===== config.mk =====
export PLATFORM = sky130hd
export DESIGN_NAME = unity_decode_ctrl
export DESIGN_NICKNAME = d
export VERILOG_FILES = /design/src/rtl/unity_decode_ctrl.sv
export SDC_FILE = /design/constraint.sdc
export NUM_CORES = 1
export LEC_CHECK = 0
export BUFFER_PORTS_ARGS = -buffer_cell sky130_fd_sc_hd__buf_2
export CAP_MARGIN = 20
export CORE_MARGIN = 2
export CORE_UTILIZATION = 31
export DETAILED_ROUTE_END_ITERATION = 16
export GPL_TIMING_DRIVEN = 0
export SKIP_LAST_GASP = 1
export SYNTH_ARGS = -nofsm -noshare
export SYNTH_HDL_FRONTEND = slang
export SYNTH_SLANG_ARGS = --single-unit

===== constraint.sdc =====
create_clock -name clk -period 3.05 [get_ports clk]
set_clock_uncertainty 0.2 [all_clocks]
set_input_delay 0.305 -clock clk [delete_from_list [all_inputs] [get_ports clk]]
set_output_delay 0.305 -clock clk [all_outputs]
set_load 0.02 [all_outputs]

===== src/rtl/unity_decode_ctrl.sv =====
// rtl/unity_decode_ctrl.sv - Unity-ECC dual-path decode transaction controller
// Launches SSC and DEC paths per codeword, collects results with timeout, selects min-result.
module unity_decode_ctrl #(
  parameter int CW_W    = 80,
  parameter int DATA_W  = 64,
  parameter int TIMEOUT = 16,
  parameter int CNT_W   = 16
) (
  input  logic              clk,
  input  logic              rst_n,
  input  logic              req_valid_in,
  output logic              req_ready_out,
  input  logic [CW_W-1:0]   req_cw_in,
  output logic              dec1_start_out,
  output logic              dec2_start_out,
  output logic [CW_W-1:0]   dec_cw_out,
  input  logic              dec1_done_in,
  input  logic              dec1_result_in,
  input  logic [DATA_W-1:0] dec1_data_in,
  input  logic              dec2_done_in,
  input  logic              dec2_result_in,
  input  logic [DATA_W-1:0] dec2_data_in,
  output logic              rsp_valid_out,
  input  logic              rsp_ready_in,
  output logic              rsp_result_out,
  output logic [DATA_W-1:0] rsp_data_out,
  output logic              rsp_path_out,
  output logic              rsp_timeout_out,
  input  logic              clr_cnt_in,
  output logic [CNT_W-1:0]  due_cnt_out,
  output logic [CNT_W-1:0]  disagree_cnt_out,
  output logic [CNT_W-1:0]  timeout_cnt_out
);

  localparam int WC_W = (TIMEOUT > 1) ? $clog2(TIMEOUT) : 1;

  typedef enum logic [1:0] {S_IDLE, S_LAUNCH, S_WAIT, S_RESP} state_t;

  state_t              state_q, state_d;
  logic [CW_W-1:0]     cw_q, cw_d;
  logic [WC_W-1:0]     wcnt_q, wcnt_d;
  logic                cap1_q, cap1_d, cap2_q, cap2_d;
  logic                r1_q, r1_d, r2_q, r2_d;
  logic [DATA_W-1:0]   d1_q, d1_d, d2_q, d2_d;
  logic                res_q, res_d, path_q, path_d, to_q, to_d;
  logic [DATA_W-1:0]   data_q, data_d;
  logic [CNT_W-1:0]    due_q, due_d, dis_q, dis_d, tcnt_q, tcnt_d;
  logic                last_wait, force1, force2, rsp_hs;

  function automatic logic [CNT_W-1:0] sat_inc(input logic [CNT_W-1:0] c, input logic en);
    return (en && (c != '1)) ? c + 1'b1 : c;
  endfunction

  assign last_wait = (wcnt_q == WC_W'(TIMEOUT - 1));
  assign rsp_hs    = (state_q == S_RESP) && rsp_ready_in;

  always_comb begin
    state_d = state_q;
    cw_d    = cw_q;
    wcnt_d  = wcnt_q;
    cap1_d  = cap1_q;
    cap2_d  = cap2_q;
    r1_d    = r1_q;
    r2_d    = r2_q;
    d1_d    = d1_q;
    d2_d    = d2_q;
    res_d   = res_q;
    data_d  = data_q;
    path_d  = path_q;
    to_d    = to_q;
    force1  = 1'b0;
    force2  = 1'b0;
    case (state_q)
      S_IDLE: begin
        if (req_valid_in) begin
          state_d = S_LAUNCH;
          cw_d    = req_cw_in;
          cap1_d  = 1'b0;
          cap2_d  = 1'b0;
          wcnt_d  = '0;
        end
      end
      S_LAUNCH: state_d = S_WAIT;
      S_WAIT: begin
        wcnt_d = wcnt_q + 1'b1;
        // A real done in the final wait cycle takes priority over forcing DUE.
        if (!cap1_q) begin
          if (dec1_done_in) begin
            cap1_d = 1'b1;
            r1_d   = dec1_result_in;
            d1_d   = dec1_data_in;
          end else if (last_wait) begin
            cap1_d = 1'b1;
            r1_d   = 1'b1;
            d1_d   = '0;
            force1 = 1'b1;
          end
        end
        if (!cap2_q) begin
          if (dec2_done_in) begin
            cap2_d = 1'b1;
            r2_d   = dec2_result_in;
            d2_d   = dec2_data_in;
          end else if (last_wait) begin
            cap2_d = 1'b1;
            r2_d   = 1'b1;
            d2_d   = '0;
            force2 = 1'b1;
          end
        end
        // Forcing only ever happens in the cycle that completes the transaction.
        if (cap1_d && cap2_d) begin
          state_d = S_RESP;
          to_d    = force1 | force2;
          if (r1_d < r2_d) begin
            res_d  = r1_d;
            data_d = d1_d;
            path_d = 1'b0;
          end else begin
            res_d  = r2_d;
            data_d = d2_d;
            path_d = 1'b1;
          end
        end
      end
      S_RESP: begin
        if (rsp_ready_in) state_d = S_IDLE;
      end
      default: state_d = S_IDLE;
    endcase
  end

  always_comb begin
    due_d  = sat_inc(due_q,  rsp_hs && res_q);
    dis_d  = sat_inc(dis_q,  rsp_hs && (r1_q != r2_q));
    tcnt_d = sat_inc(tcnt_q, rsp_hs && to_q);
    if (clr_cnt_in) begin
      due_d  = '0;
      dis_d  = '0;
      tcnt_d = '0;
    end
  end

  always_ff @(posedge clk or negedge rst_n) begin
    if (!rst_n) begin
      state_q <= S_IDLE;
      cw_q    <= '0;
      wcnt_q  <= '0;
      cap1_q  <= 1'b0;
      cap2_q  <= 1'b0;
      r1_q    <= 1'b0;
      r2_q    <= 1'b0;
      d1_q    <= '0;
      d2_q    <= '0;
      res_q   <= 1'b0;
      data_q  <= '0;
      path_q  <= 1'b0;
      to_q    <= 1'b0;
      due_q   <= '0;
      dis_q   <= '0;
      tcnt_q  <= '0;
    end else begin
      state_q <= state_d;
      cw_q    <= cw_d;
      wcnt_q  <= wcnt_d;
      cap1_q  <= cap1_d;
      cap2_q  <= cap2_d;
      r1_q    <= r1_d;
      r2_q    <= r2_d;
      d1_q    <= d1_d;
      d2_q    <= d2_d;
      res_q   <= res_d;
      data_q  <= data_d;
      path_q  <= path_d;
      to_q    <= to_d;
      due_q   <= due_d;
      dis_q   <= dis_d;
      tcnt_q  <= tcnt_d;
    end
  end

  assign req_ready_out    = (state_q == S_IDLE);
  assign dec1_start_out   = (state_q == S_LAUNCH);
  assign dec2_start_out   = (state_q == S_LAUNCH);
  assign dec_cw_out       = cw_q;
  assign rsp_valid_out    = (state_q == S_RESP);
  assign rsp_result_out   = res_q;
  assign rsp_data_out     = data_q;
  assign rsp_path_out     = path_q;
  assign rsp_timeout_out  = to_q;
  assign due_cnt_out      = due_q;
  assign disagree_cnt_out = dis_q;
  assign timeout_cnt_out  = tcnt_q;

endmodule


-- Word-level counts from Yosys, hierarchy flattened
Index checks and enable logic that the tools add are counted.
- add/sub/neg operators: 4
- magnitude comparators: 1
- eq/ne operators: 11
- multiplexer cells: 45
- bitwise gates (word level): 1
- reduce and logical (&&, ||, !) cells: 17
- operators by type and width (operator ; number):
    $mux W64 ; 7
    $mux W16 ; 6
    $add A16 B1 Y16 const B ; 3
    $ne A16 B16 Y1 const B ; 3
    $mux W1 ; 24
    $logic_and A1 B1 Y1 ; 8
    $pmux W2 S4 ; 1
    $pmux W4 S2 ; 1
    $reduce_bool A2 Y1 ; 4
    $mux W2 ; 3
    $reduce_and A2 Y1 ; 3
    $add A4 B1 Y4 const B ; 1
    $eq A2 B2 Y1 const B ; 2
    $eq A4 B4 Y1 const B ; 1
    $mux W4 ; 1
    $ne A2 B2 Y1 const B ; 2
    $pmux W1 S2 ; 2
    $reduce_and A3 Y1 ; 1
    $eq A2 B1 Y1 const B ; 1
    $logic_not A2 Y1 ; 1
    $ne A2 B1 Y1 const B ; 1
    $lt A1 B1 Y1 ; 1
    $ne A1 B1 Y1 ; 1
    $or A1 B1 Y1 ; 1
- register bits after elaboration: 333
- input bits: 217
- output and inout port bits: 199
- logic and storage cells: 95

-- Longest topological paths before layout
Gate-level depths: netlist of run 1.
- depth after elaboration: 8
- mapped depth: 8
- mapped depth without buffers: 7

-- Worst setup path before layout of run 1
No wires, ideal clock.
- path type: flip-flop to flip-flop
- start: register state_q[0]
- end: register tcnt_q[11], in the netlist timeout_cnt_out[11]
- library setup time: 119 ps
- arrival: 1907 ps
- data required time: 2731 ps
- path slack: 824 ps
- cell stages (with the launch flop): 7
- buffers on the path: 0
- clock period less this slack: 2226 ps
- path through: dfrtp_1 > ha_1 > nand3_1 > or4_4 > nor4b_1 > xnor2_1 > nor2_1
- word-level cells in the longest chain between the ends: 5
- ends and longest elaborated chain (what ; line ; RTL):
    start: declaration ; 39 ; state_t state_q, state_d;
    start signal: assignment ; 163 ; state_q <= state_d;
    $eq A2 B2 Y1 ; n/a ;
    net rsp_valid_out ; 23 ; output logic rsp_valid_out,
    $logic_and A1 B1 Y1 ; 55 ; assign rsp_hs = (state_q == S_RESP) && rsp_ready_in;
    $logic_and A1 B1 Y1 ; 136 ; tcnt_d = sat_inc(tcnt_q, rsp_hs && to_q);
    $logic_and A1 B1 Y1 ; 51 ; return (en && (c != '1)) ? c + 1'b1 : c;
    $reduce_bool A2 Y1 (no line) ; n/a ;
    end signal: assignment ; 178 ; tcnt_q <= tcnt_d;
    end: declaration ; 47 ; logic [CNT_W-1:0] due_q, due_d, dis_q, dis_d, tcnt_q, tcnt_d;
The timed path passes the listed nets, and every way through them passes these cells.
A chain may end at the register's enable or synchronous reset.

-- Worst setup path in the final report of run 1
- start: register wcnt_q[0]
- end: register res_q, in the netlist rsp_result_out
- word-level cells in the longest chain between the ends: 7
- elaborated cells between the ends (all ways): 20
- those cells by class: 1 x order compare; 1 x eq/ne; 16 x mux; 2 x reduce/logical
- ends and longest elaborated chain (what ; line ; RTL):
    start: declaration ; 41 ; logic [WC_W-1:0] wcnt_q, wcnt_d;
    start signal: assignment ; 165 ; wcnt_q <= wcnt_d;
    $eq A4 B4 Y1 (*) ; 54 ; assign last_wait = (wcnt_q == WC_W'(TIMEOUT - 1));
    $mux W1 (on tied branches) ; 92, 104 ;
    $mux W1 (on tied branches) ; 88, 100 ;
    $mux W1 (on tied branches) ; 87, 99 ;
    $mux W1 ; 73 ; case (state_q)
    $lt A1 B1 Y1 or $logic_and A1 B1 Y1 (tied branches) ; 115, 112 ;
    $mux W1 or $reduce_and A2 Y1 (tied branches) ; n/a ;
    end signal: assignment ; 172 ; res_q <= res_d;
    end: declaration ; 45 ; logic res_q, res_d, path_q, path_d, to_q, to_d;
Every way passes the cells marked *; elsewhere a longest branch is shown, timed or not. The select of a mux whose other input is x is not followed.

==> impl_metrics.tcl, run 1 <==
set metrics [dict create \
    dr.pass1.iters 5 \
    post_dp_cell_area_sq_um 18300 \
    grt_pass1_vias 13700 \
    fin_util 0.445 \
    grt_use_total 0.204 \
    internal_power_mw 12.4 \
    dp_hpwl_microns 36300 \
    end_kind "flip-flop" \
    synth_area_sq_um 15300 \
    async_flop_share 1.00 \
    cts_tree "done" \
    endpoint "rsp_result_out" \
    cts_buffers 40 \
    status "finished, final reports clean" \
    finalWeightedCongestion 0.879 \
    hold_viol 0 \
    port_buffers 415 \
    critical_path.startpoint "wcnt_q[0]" \
    nNetsFinal 2219 \
    routedWlPerCell_microns 19.6 \
    drc 0 \
    clk_latency_ns 0.56 \
    met2_usage 0.330 \
    die_h_microns 226 \
    path_buf_inv 2 \
    grt-ovfl-total 0 \
    drive_above_1_share 0.338 \
    ys_ff_latch 333 \
    syn_to_final_growth_pct 42.4 \
    post_drt_via_cell_ratio 5.03 \
    cp-start-kind "flip-flop" \
    finalSetupViolCount 0 \
    fin_crit_ns 2.80 \
    slew-limit-headroom 0.289 \
    setup_ws_ns 0.248 \
    ant_nets 0 \
    max_freq_ghz 0.357 \
    drv_slew 0 \
    hold_path.class "primary input to async pin" \
    p_per_area_nw_per_um2 917 \
    worst_slew_pin_slew_ns 1.07 \
    crit_family "buffers and inverters" \
    synth_nets 1544 \
    clock_path_buffers 3 \
    path_cells "ha_1, and3_1, o21ai_1, buf_2, buf_1, o21ai_0" \
    synth_area_per_cell_sq_um 11.6 \
    antenna_found_initial 15 \
    root_buffer "clkbuf_16" \
    use_met1 0.267 \
    final_common_cell "buf_2" \
    grt_max_degree 108 \
    htree_levels 2 \
    routed_wl_microns 52700 \
    slowest_stage "buf_1" \
    r2r_cells 6 \
    pre_cts_slack_ns 0.113 \
    cp_slowest_stage_delay_ns 0.56 \
    drtIter0Drc 882 \
    yosysUniqueCellTypes 55 \
    ff2ff_setup_slack_ns 0.25 \
    reg2reg_to "rsp_result_out" \
    synth_enable_flop_cells 0 \
    vias 13600 \
    period_share 0.919 \
    dieArea_sq_um 51100 \
    start_util 0.313 \
    fp-row-count 81 \
    drv_cap 0 \
    cp.depth 6 \
    clkPwrFrac 0.237 \
    power.share.sequential 0.363 \
    cts_sinks 333 \
    reg2reg_from "wcnt_q[0]" \
    layout_common_cells "buf_2, dfrtp_1, nand2_1" \
    irDropWorstVdd_mv 0.502 \
    crit_fanout 10 \
    cts.clk_slew.worst_paths_ns 0.06 \
    grt_use_met3 0.0471 \
    worstPathArrival_ns 3.00 \
    rsz0062_at_grt "no" \
    design_area_sq_um 21800 \
    p_switching_mw 7.57 \
    path_class "flip-flop to flip-flop" \
    cellLeakagePower_nw 10.2 \
    required_ns 3.25 \
    p_sw_frac 0.380 \
    ys_warn_count 0 \
    fp.coreArea_sq_um 48800 \
    grt_pass1_wl_microns 80400 \
    syn_inst 1318 \
    yosysSeqAreaShare 0.545 \
    ys.flop_type "dfrtp_1" \
    busiest_layer "met2" \
    combPwrFrac 0.400 \
    die_w_microns 226 \
    ios 416 \
]
[routing by layer]
| layer | part of all wire | vias up |
|---|---|---|
| met5 | 0.00091 | - |
| met4 | 0.032 | 8 |
| met3 | 0.060 | 101 |
| met2 | 0.47 | 444 |
| met1 | 0.43 | 6783 |
| li1 | - | 6240 |
[metrics by stage]
stage / std cells / total power [mW] / hold slack [ns] / TNS, ns
floorplan: 1318 / 12.3 / -0.191 / 0
global placement: 2397 / 14.8 / 0.260 / -1694.31
detailed placement: 2401 / 15.0 / 0.111 / 0
CTS: 2685 / 20.1 / 0.0766 / 0
global route: 2694 / 21.1 / 0.123 / 0
finish: 2697 / 20.0 / 0.0887 / 0
[cells by family (layout without fill, tap and decap cells)]
| family | Yosys count | after routing | synth area share |
|---|---|---|---|
| other cells | 0 | 12 | 0 |
| mux | 85 | 85 | 0.0622 |
| fa+ha+maj | 9 | 9 | 0.00737 |
| xor+xnor | 36 | 36 | 0.0206 |
| compound gates | 309 | 309 | 0.195 |
| flops | 333 | 333 | 0.545 |
| simple gates | 431 | 431 | 0.134 |
| buf+inv | 115 | 818 | 0.0358 |
[repair_timing]
action / in CTS / in global routing
gates resized for setup: 0 / 2
hold buffers: 214 / 0
hold endpoints to repair: 360 / 0
buffers inserted: 0 / 2
endpoints found under the setup margin: 0 / 34
[registers in the layout, indices dropped and copies added (netlist names), 2 cells and up]
name,count
due_cnt_out,16
timeout_cnt_out,16
d2_q,64
state_q,2
disagree_cnt_out,16
rsp_data_out,64
wcnt_q,4
dec_cw_out,80
d1_q,64
[Yosys cell counts (5+ instances only)]
library cell,n,area share
dfrtp_1,333,0.55
nand2_1,217,0.053
a22o_1,130,0.074
mux2_2,80,0.059
and3_1,74,0.030
clkbuf_1,74,0.018
nor2_1,49,0.012
o31ai_2,45,0.037
a221oi_2,42,0.041
xnor2_1,25,0.014
a221oi_1,24,0.014
nand4_1,21,0.0086
a21oi_1,20,0.0065
o31ai_1,20,0.0098
nand3_1,15,0.0049
nor3_1,12,0.0039
o21ai_0,11,0.0036
xor2_1,11,0.0063
buf_2,10,0.0033
inv_1,10,0.0025
buf_6,9,0.0066
ha_1,9,0.0074
buf_1,7,0.0017
and2_1,6,0.0025
nand2b_1,6,0.0025
mux2i_1,5,0.0033
[how the worst min path moves through the flow]
stage / end / slack [ns] / depth (start not counted)
4_1_cts: disagree_cnt_out[2] / 0.08 / 5
3_5_place_dp: timeout_cnt_out[10] / 0.11 / 1
2_1_floorplan: cap1_q / -0.19 / 0
6_report: timeout_cnt_out[10] / 0.09 / 2
5_1_grt: r2_q / 0.12 / 5
3_3_place_gp: rsp_data_out[43] / 0.26 / 2
[power by group through the flow]
stage               Sequential (mW)  Clock, mW  Combinational (mW)
global route                   7.45       5.04                8.60
detailed placement             7.25          0                7.77
CTS                            7.21       4.87                8.02
global placement               7.20          0                7.60
floorplan                      8.24          0                4.06
finish                         7.24       4.72                7.99
[layout make-up]
class                      instances  area, sq um
timing repair buffer             635         4330
antenna                           12         30.0
multi-input combinational        870         6410
sequential                       333         8330
inverter                          10         37.5
buffer                           103          503
clock inverter                     8         78.8
clock buffer                      62         1210
tap                              664          831
fill                            4617        27100
Note: power is estimated with default switching activity, not from simulation.
==> run 2, diff against run 1 <==
Settings changed: CTS_BUF_LIST set to sky130_fd_sc_hd__clkbuf_4 sky130_fd_sc_hd__clkbuf_8.
==> run 2 against run 1 <==
Power shrank 0.29%. First-iteration DRC count grew 17%. Clock power shrank 1%. Via count grew 0.88%. Global-route usage is essentially flat. Final area grew 0.40%. Critical path type unchanged. Critical endpoint is now rsp_data_out[3]. Largest cell class unchanged. Largest power group unchanged.
==> impl_metrics.tcl, run 2 (synthesis gave the netlist of run 1 again) <==
set metrics [dict create \
    htree_levels 2 \
    nNetsFinal 2243 \
    tns_ns 0 \
    path_cells "ha_1, nand3_1, nand2b_1, nand2b_1, clkbuf_2, clkbuf_1, a221oi_1, o31ai_2" \
    status "finished, final reports clean" \
    drc 0 \
    path_class "flip-flop to flip-flop" \
    fp.coreArea_sq_um 48800 \
    ant_nets 0 \
    clk_latency_ns 0.69 \
    clock_path_buffers 3 \
    largest_reg_flops 80 \
    grt_max_degree 108 \
    hold_path.class "primary input to async pin" \
    fill_cells 4582 \
    required_ns 3.43 \
    syn_to_final_growth_pct 42.9 \
    grt_pass1_wl_microns 80600 \
    hold_viol 0 \
    start_util 0.313 \
    fin_crit_ns 2.88 \
    antenna_found_initial 11 \
    power_mw 19.9 \
    slew-limit-headroom 0.278 \
    ios 416 \
    final_cells 2736 \
    grt-ovfl-total 0 \
    cts_resized 0 \
    root_buffer "clkbuf_8" \
    grt_use_total 0.204 \
    max_freq_ghz 0.347 \
    dr.pass1.iters 5 \
    final_common_cell "buf_2" \
    worstPathArrival_ns 3.26 \
    drv_cap 0 \
    finalWeightedCongestion 0.879 \
    finalSetupViolCount 0 \
    cts.clk_slew.worst_paths_ns 0.06 \
    dp_cells 2401 \
    post_drt_via_cell_ratio 5.01 \
    fp-row-count 81 \
    layout_common_cells "buf_2, dfrtp_1, nand2_1, dlygate4sd3_1, a22o_1" \
    drtIter0Drc 1035 \
    routed_wl_microns 53000 \
    crit_top_cell "nand2b_1" \
    vias 13700 \
    use_met1 0.269 \
    dieArea_sq_um 51100 \
    die_w_microns 226 \
    grt_use_met3 0.0432 \
    die_h_microns 226 \
    cellLeakagePower_nw 10.3 \
    cts_sinks 333 \
    cp_slowest_stage_delay_ns 0.65 \
    fin_util 0.447 \
    rsz0062_at_grt "no" \
    crit_fanout 10 \
    worst_slew_pin_slew_ns 1.08 \
    drive_above_1_share 0.356 \
    dp_hpwl_microns 36300 \
    routedWlPerCell_microns 19.4 \
    drv_slew 0 \
    p_per_area_nw_per_um2 911 \
    cp-start-kind "flip-flop" \
    grt_pass1_vias 13900 \
    port_buffers 415 \
    end_kind "flip-flop" \
    cts_buffers 60 \
    period_share 0.945 \
    met2_usage 0.333 \
    slowest_stage "clkbuf_1" \
    cts_tree "done" \
    busiest_layer "met2" \
    irDropWorstVdd_mv 0.527 \
]
==> run 2: final timing paths <==
path / startpoint / endpoint / slack, ns / depth (start not counted)
worst max register to register: wcnt_q[0] / rsp_data_out[3] / 0.17 / 8
worst min-delay path: rst_n / timeout_cnt_out[15] / 0.07 / 3
worst max-delay path: wcnt_q[0] / rsp_data_out[3] / 0.17 / 8
min in group clk: req_valid_in / wcnt_q[0] / 0.10 / 5
max in group asynchronous: rst_n / d2_q[32] / 1.74 / 4
worst min register to register: rsp_data_out[35] / rsp_data_out[35] / 0.27 / 2
==> run 2: final cells by class <==
cell class	instances	area, sq um	share of cell area
sequential	333	8330	0.381
inverter	10	37.5	0.00172
clock buffer	96	1210	0.0553
multi-input combinational	870	6410	0.293
clock inverter	14	119	0.00544
tap	664	831	0.0380
buffer	103	502	0.0230
antenna	7	17.5	0.000802
timing repair buffer	639	4390	0.201
==> run 2: worst max-delay path: cells and delay by family (launching register included) <==
kind	cells	cell delay, ns
flops	1	0.40
buf+inv	2	1.07
simple gates	3	0.38
fa+ha+maj	1	0.27
compound gates	2	0.48
==> run 2: layer usage <==
layer  up-vias  share of wire
li1       6267              -
met1      6901           0.43
met2       422           0.48
met3        97          0.059
met4         8          0.026
met5         -        0.00091
==> run 2: where the power goes <==
group	internal [mW]	switching [mW]
clock	2.61	2.04
combinational	3.40	4.61
sequential	6.20	1.05
total	12.2	7.70
==> run 2: metrics by stage <==
step | setup WS, ns | area [sq um] | hold WS, ns
6_report | 0.167 | 21800 | 0.0662
3_3_place_gp | -5.10 | 18200 | 0.260
4_1_cts | 0.114 | 21800 | 0.0296
2_1_floorplan | 0.824 | 15300 | -0.191
5_1_grt | 0.0179 | 21800 | 0.0699
3_5_place_dp | 0.113 | 18300 | 0.111
==> run 2: what timing repair did <==
item | in CTS | in global routing
hold buffers | 218 | 0
buffers inserted | 0 | 2
endpoints found under the hold margin | 549 | 0
endpoints found under the setup margin | 0 | 19
